[src/rtl/mips_cpu_muldiv.sv]
// mips_cpu_muldiv: iterative 32-bit multiply/divide unit with HI/LO registers.
// Shift-add multiply and restoring divide run on magnitudes; signs are applied in FIX.
module mips_cpu_muldiv (
    input  logic        clk,
    input  logic        reset,
    input  logic        start,
    input  logic [2:0]  op,
    input  logic [31:0] op_a,
    input  logic [31:0] op_b,
    output logic        busy,
    output logic        done,
    output logic [31:0] hi,
    output logic [31:0] lo
);
    localparam logic [1:0] IDLE = 2'd0, MUL = 2'd1, DIV = 2'd2, FIX = 2'd3;
    logic [1:0]  state;
    logic [4:0]  cnt;
    logic [31:0] mag_a, mag_b;
    logic [63:0] acc;
    logic        sign_a, sign_b, is_div;
    logic        arith, neg_a, neg_b;
    logic [31:0] abs_a, abs_b, quo, rem;
    logic [32:0] mul_sum, div_sh, div_diff;
    logic [63:0] mul_next, div_next, prod;
    // acc holds {partial product, multiplier} for MUL and {remainder, dividend/quotient} for DIV
    always_comb begin
        arith    = ~op[2];
        neg_a    = ~op[0] & op_a[31];
        neg_b    = ~op[0] & op_b[31];
        abs_a    = neg_a ? -op_a : op_a;
        abs_b    = neg_b ? -op_b : op_b;
        mul_sum  = {1'b0, acc[63:32]} + {1'b0, acc[0] ? mag_a : 32'd0};
        mul_next = {mul_sum, acc[31:1]};
        div_sh   = {acc[63:32], acc[31]};
        div_diff = div_sh - {1'b0, mag_b};
        div_next = div_diff[32] ? {div_sh[31:0], acc[30:0], 1'b0} : {div_diff[31:0], acc[30:0], 1'b1};
        prod     = (sign_a ^ sign_b) ? -acc : acc;
        quo      = (sign_a ^ sign_b) ? -acc[31:0] : acc[31:0];
        rem      = sign_a ? -acc[63:32] : acc[63:32];
    end
    always_ff @(posedge clk or posedge reset) begin
        if (reset) begin
            state  <= IDLE;
            cnt    <= 5'd0;
            mag_a  <= 32'd0;
            mag_b  <= 32'd0;
            acc    <= 64'd0;
            sign_a <= 1'b0;
            sign_b <= 1'b0;
            is_div <= 1'b0;
            busy   <= 1'b0;
            done   <= 1'b0;
            hi     <= 32'd0;
            lo     <= 32'd0;
        end else begin
            done <= 1'b0;
            case (state)
                IDLE: if (start) begin
                    if (op == 3'd4)
                        hi <= op_a;
                    else if (op == 3'd5)
                        lo <= op_a;
                    else if (arith) begin
                        mag_a  <= abs_a;
                        mag_b  <= abs_b;
                        sign_a <= neg_a;
                        sign_b <= neg_b;
                        is_div <= op[1];
                        acc    <= {32'd0, op[1] ? abs_a : abs_b};
                        cnt    <= 5'd0;
                        busy   <= 1'b1;
                        state  <= op[1] ? DIV : MUL;
                    end
                end
                FIX: begin
                    hi    <= is_div ? rem : prod[63:32];
                    lo    <= is_div ? quo : prod[31:0];
                    done  <= 1'b1;
                    busy  <= 1'b0;
                    state <= IDLE;
                end
                default: begin
                    acc   <= (state == DIV) ? div_next : mul_next;
                    cnt   <= cnt + 5'd1;
                    state <= (cnt == 5'd31) ? FIX : state;
                end
            endcase
        end
    end
endmodule

[config.mk]
export PLATFORM = sky130hd
export DESIGN_NAME = mips_cpu_muldiv
export DESIGN_NICKNAME = d
export VERILOG_FILES = /design/src/rtl/mips_cpu_muldiv.sv
export SDC_FILE = /design/constraint.sdc
export NUM_CORES = 1
export LEC_CHECK = 0
export ABC_AREA = 1
export CAP_MARGIN = 20
export CORE_AREA = 4 4 200 202
export CTS_CLUSTER_SIZE = 40
export DETAILED_ROUTE_END_ITERATION = 8
export DIE_AREA = 0 0 204 206
export GPL_TIMING_DRIVEN = 0
export PLACE_DENSITY_LB_ADDON = 0.05
export SLEW_MARGIN = 10
export SYNTH_ARGS = -nofsm -noshare
export SYNTH_HDL_FRONTEND = slang
export SYNTH_SLANG_ARGS = --single-unit
[constraint.sdc]
create_clock -name clk -period 7.37 [get_ports clk]
set_clock_uncertainty 0.15 [all_clocks]
set_input_delay 1.474 -clock clk [delete_from_list [all_inputs] [get_ports clk]]
set_output_delay 1.474 -clock clk [all_outputs]
set_load 0.02 [all_outputs]
==> run_summary.xml <==
<?xml version="1.0" encoding="UTF-8"?>
<metrics>
  <group name="status">
    <metric name="outcome" unit="">completed</metric>
  </group>
  <group name="worst_hold_path">
    <metric name="worstHoldEndpoint" unit="">lo[1]$_DFFE_PP0P_</metric>
    <metric name="min-delay-start" unit="">lo[1]$_DFFE_PP0P_</metric>
    <metric name="type_of_the_worst_min_delay_path" unit="">reg2reg</metric>
    <metric name="worstHoldPathCells" unit="">2</metric>
  </group>
  <group name="placed_design">
    <metric name="io_buffer_count" unit="">135</metric>
    <metric name="place_ws" unit="ns">3.12</metric>
    <metric name="dp.final_hpwl" unit="mm">73.6</metric>
    <metric name="routabilityCongestion" unit="">1.10</metric>
  </group>
  <group name="finish">
    <metric name="mostFrequentLayoutCells" unit="">nand2_1 (1,005), inv_1 (450), nor2_1 (361)</metric>
    <metric name="fillerInstances" unit="">3812</metric>
    <metric name="finalCoreUtilization" unit="%">58.1</metric>
    <metric name="multi_input_comb_area" unit="mm^2">0.0119</metric>
    <metric name="final_common_cell" unit="">nand2_1</metric>
    <metric name="layout-drive-gt1-share" unit="%">6.44</metric>
    <metric name="design.final.nets" unit="">3478</metric>
    <metric name="area_delta_synth_final" unit="%">15.3</metric>
    <metric name="sequential_cell_area" unit="mm^2">0.00510</metric>
  </group>
  <group name="clock_tree">
    <metric name="cts.root.buffer_cell" unit="">clkbuf_16</metric>
    <metric name="worst_skew_late_latency" unit="ns">0.58</metric>
    <metric name="cts_buffers" unit="">26</metric>
    <metric name="clkSinkCount" unit="">204</metric>
    <metric name="cts.reportedPaths.clkPinSlew" unit="ns">0.06</metric>
    <metric name="postCtsSetupRepairBufs" unit="">0</metric>
    <metric name="ctsHoldBuffers" unit="">0</metric>
    <metric name="post_cts_repair_resize_count" unit="">0</metric>
    <metric name="htree_levels" unit="">1</metric>
    <metric name="clk_path_buf_depth" unit="">3</metric>
    <metric name="cts_tree" unit="">yes</metric>
  </group>
  <group name="synth">
    <metric name="synth_xor_xnor_area_share" unit="%">2.59</metric>
    <metric name="postSynthCellCount" unit="">3172</metric>
    <metric name="post_synth_and_or_nand_nor_area_fraction" unit="%">40.3</metric>
    <metric name="yosys_warnings" unit="">0</metric>
    <metric name="synth.lib_cells_used.distinct" unit="">66</metric>
    <metric name="syn_avg_cell_area" unit="um^2">6.08</metric>
    <metric name="synth_seq_area_share" unit="%">26.5</metric>
    <metric name="synth.net_count" unit="">3314</metric>
    <metric name="synthesis.area" unit="mm^2">0.0193</metric>
    <metric name="combinational_family_with_the_most_area_after_synthesis" unit="">simple AND/OR/NAND/NOR gates</metric>
    <metric name="yosys.area_share.adder" unit="%">4.75</metric>
    <metric name="synthesized_area_fraction_occupied_by_ao_oa_aoi_and_oai_cells" unit="%">14.0</metric>
    <metric name="synth.area.mux_share" unit="%">0</metric>
    <metric name="synth_seq_cells" unit="">204</metric>
  </group>
  <group name="die">
    <metric name="die_x_extent" unit="um">204</metric>
    <metric name="io_pins" unit="">136</metric>
    <metric name="initial_core_util" unit="%">50.4</metric>
    <metric name="die_area" unit="mm^2">0.0420</metric>
    <metric name="die_h" unit="um">206</metric>
    <metric name="fp-row-count" unit="">72</metric>
    <metric name="placeableCoreArea" unit="mm^2">0.0383</metric>
  </group>
  <group name="grt">
    <metric name="grt_pass1_wl" unit="mm">131</metric>
    <metric name="grt_pass1_vias" unit="">21157</metric>
    <metric name="largest_net_degree_at_the_start_of_global_routing" unit="">121</metric>
    <metric name="antenna_violations_before_repair" unit="">0</metric>
    <metric name="grt_util_all_layers" unit="%">41.5</metric>
    <metric name="total_global_routing_overflow" unit="">0</metric>
  </group>
  <group name="timing">
    <metric name="worst_hold_slack" unit="ns">0.322</metric>
    <metric name="timing.slew.headroom" unit="%">33.5</metric>
    <metric name="total_count_of_hold_check_failures_in_the_final_report" unit="">0</metric>
    <metric name="clock.fmax" unit="MHz">262</metric>
    <metric name="totalNegativeSetupSlack" unit="ns">0</metric>
    <metric name="finalSetupViolations" unit="">0</metric>
    <metric name="post_layout_min_period" unit="ns">3.81</metric>
    <metric name="maxSlewViolCount" unit="">0</metric>
    <metric name="tightest_slew" unit="ns">0.997</metric>
    <metric name="rsz0062_at_grt" unit="">false</metric>
    <metric name="timing.final.ws_setup" unit="ns">3.56</metric>
    <metric name="post-route-period-util" unit="%">51.7</metric>
  </group>
  <group name="route">
    <metric name="detail-route-antenna-nets" unit="">0</metric>
    <metric name="routedWlPerCell" unit="um">23.2</metric>
    <metric name="post_drt_via_cell_ratio" unit="">5.95</metric>
    <metric name="drcViolationCount" unit="">0</metric>
    <metric name="detail_route.first_pass.iterations" unit="">7</metric>
    <metric name="routed_wl" unit="mm">90.0</metric>
    <metric name="route.vias.total" unit="">23059</metric>
    <metric name="drtIter0Drc" unit="">3041</metric>
  </group>
  <group name="setup_path">
    <metric name="worstSetupStartpointType" unit="">flop</metric>
    <metric name="r2r-start" unit="">acc[31]$_DFFE_PP0P_</metric>
    <metric name="worst_setup_path_end_kind" unit="">flop</metric>
    <metric name="crit_fanout" unit="">10</metric>
    <metric name="crit-reg2reg-capture" unit="">acc[52]$_DFFE_PP0P_</metric>
    <metric name="crit_type" unit="">reg2reg</metric>
    <metric name="worst-endpoint-required" unit="ns">7.67</metric>
    <metric name="r2r_slack" unit="ns">3.56</metric>
    <metric name="worstPathArrival" unit="ns">4.12</metric>
    <metric name="r2r_cell_count" unit="">18</metric>
  </group>
  <group name="power_and_ir_drop">
    <metric name="design_power_total" unit="W">0.0119</metric>
    <metric name="power_density" unit="mW/mm^2">535</metric>
    <metric name="max-vdd-ir-drop" unit="mV">0.270</metric>
    <metric name="leakage_power_of_the_design" unit="nW">11.3</metric>
  </group>
  <group name="run">
    <metric name="timing.max_cap.violations" unit="">0</metric>
  </group>
</metrics>
[routing by layer]
metal	track usage, %	vias up	wire [um]
li1	-	10444	-
met4	22.9	0	6510
met2	61.1	1616	36800
met1	55.7	10663	35600
met5	0	-	0
met3	11.0	336	11100
[per-stage QoR]
step           std cells  area, um^2
2_1_floorplan       3172       19300
3_3_place_gp        3825       21300
3_5_place_dp        3826       21300
4_1_cts             3872       22200
5_1_grt             3872       22200
6_report            3874       22200
[how the worst max path moves through the flow]
stage / slack, ns / cells after the start / from / end
floorplan: 0.18 / 1 / reset / acc[0]$_DFFE_PP0P_
global placement: -2.50 / 2 / reset / mag_b[20]$_DFFE_PP0P_
CTS: 3.69 / 16 / op_a[0] / acc[22]$_DFFE_PP0P_
global route: 3.42 / 16 / op_a[0] / acc[22]$_DFFE_PP0P_
finish: 3.56 / 18 / acc[31]$_DFFE_PP0P_ / acc[52]$_DFFE_PP0P_
detailed placement: 3.12 / 14 / op_a[0] / acc[18]$_DFFE_PP0P_
[Yosys cell counts, drive strengths merged]
| library cell | number | area (um^2) |
|---|---|---|
| o22ai | 11 | 75.1 |
| o221ai | 1 | 8.76 |
| and3 | 1 | 6.26 |
| o21ai | 183 | 938 |
| dfrtp | 204 | 5100 |
| xor2 | 45 | 394 |
| a21oi | 128 | 674 |
| a21boi | 14 | 105 |
| nand4 | 31 | 215 |
| or2 | 26 | 163 |
| inv | 472 | 1770 |
| nor3b | 2 | 20.0 |
| a221oi | 23 | 201 |
| a211oi | 1 | 7.51 |
| clkbuf | 43 | 165 |
| clkinv | 1 | 5.00 |
| nand2 | 1028 | 3940 |
| a32oi | 1 | 8.76 |
| a22o | 1 | 8.76 |
| nor3 | 23 | 125 |
| o32ai | 1 | 8.76 |
| nand3 | 300 | 1560 |
| and2 | 5 | 31.3 |
| a21o | 2 | 15.0 |
| xnor2 | 12 | 105 |
| nor2 | 382 | 1560 |
| o31ai | 4 | 30.0 |
| buf | 59 | 364 |
| fa | 2 | 40.0 |
| a211o | 1 | 8.76 |
| nor4 | 5 | 31.3 |
| o211ai | 15 | 113 |
| nand2b | 1 | 6.26 |
| o21bai | 7 | 52.6 |
| nand3b | 16 | 120 |
| a2bb2oi | 13 | 195 |
| o21a | 3 | 22.5 |
| a31oi | 32 | 200 |
| ha | 70 | 876 |
| a22oi | 3 | 22.5 |
[power by group]
group	switching, W	leakage (nW)	internal (W)	total [W]
Sequential	0.000769	2.44	0.00167	0.00244
Clock	0.000570	0.423	0.000820	0.00139
Combinational	0.00542	8.48	0.00264	0.00806
Total	0.00676	11.3	0.00513	0.0119
[final cells by class]
cell class              instances  area share [%]
diodes                          2          0.0225
plain buffers                 102            2.38
clock buffers                  31            3.14
clock inverters                15           0.945
inverters                     473            8.03
multi-input cells            2393            53.4
flip-flops and latches        204            22.9
well taps                     518            2.91
repair buffers                136            6.20
[state kept, by name, indices dropped and copies added (netlist names)]
name    flops
lo         32
sign_a      1
state       2
sign_b      1
mag_b      32
cnt         5
mag_a      32
busy        1
done        1
hi         32
is_div      1
acc        64
[cell families (layout without fill, tap and decap cells)]
group           Yosys count  in the layout
flops                   204            204
simple gates           1820           1820
other cells               0              2
fa+ha+maj                72             72
buf+inv                 575            757
xor+xnor                 57             57
compound gates          444            444
[worst max-delay path: stages, from the launching register on]
cell     delay, ns
dfrtp_1       0.79
inv_1         0.33
ha_1          0.36
fa_1          0.42
inv_1         0.15
nand2_1       0.09
nand2_1       0.10
nand3_1       0.09
nand2_2       0.13
nand2_2       0.07
nand2_4       0.10
nand2_4       0.07
nand2_2       0.09
nand2_4       0.07
nand2_4       0.11
buf_8         0.17
nand2_1       0.18
nand3_1       0.12
a21oi_1       0.07
Power figures use the tool's default switching activity.
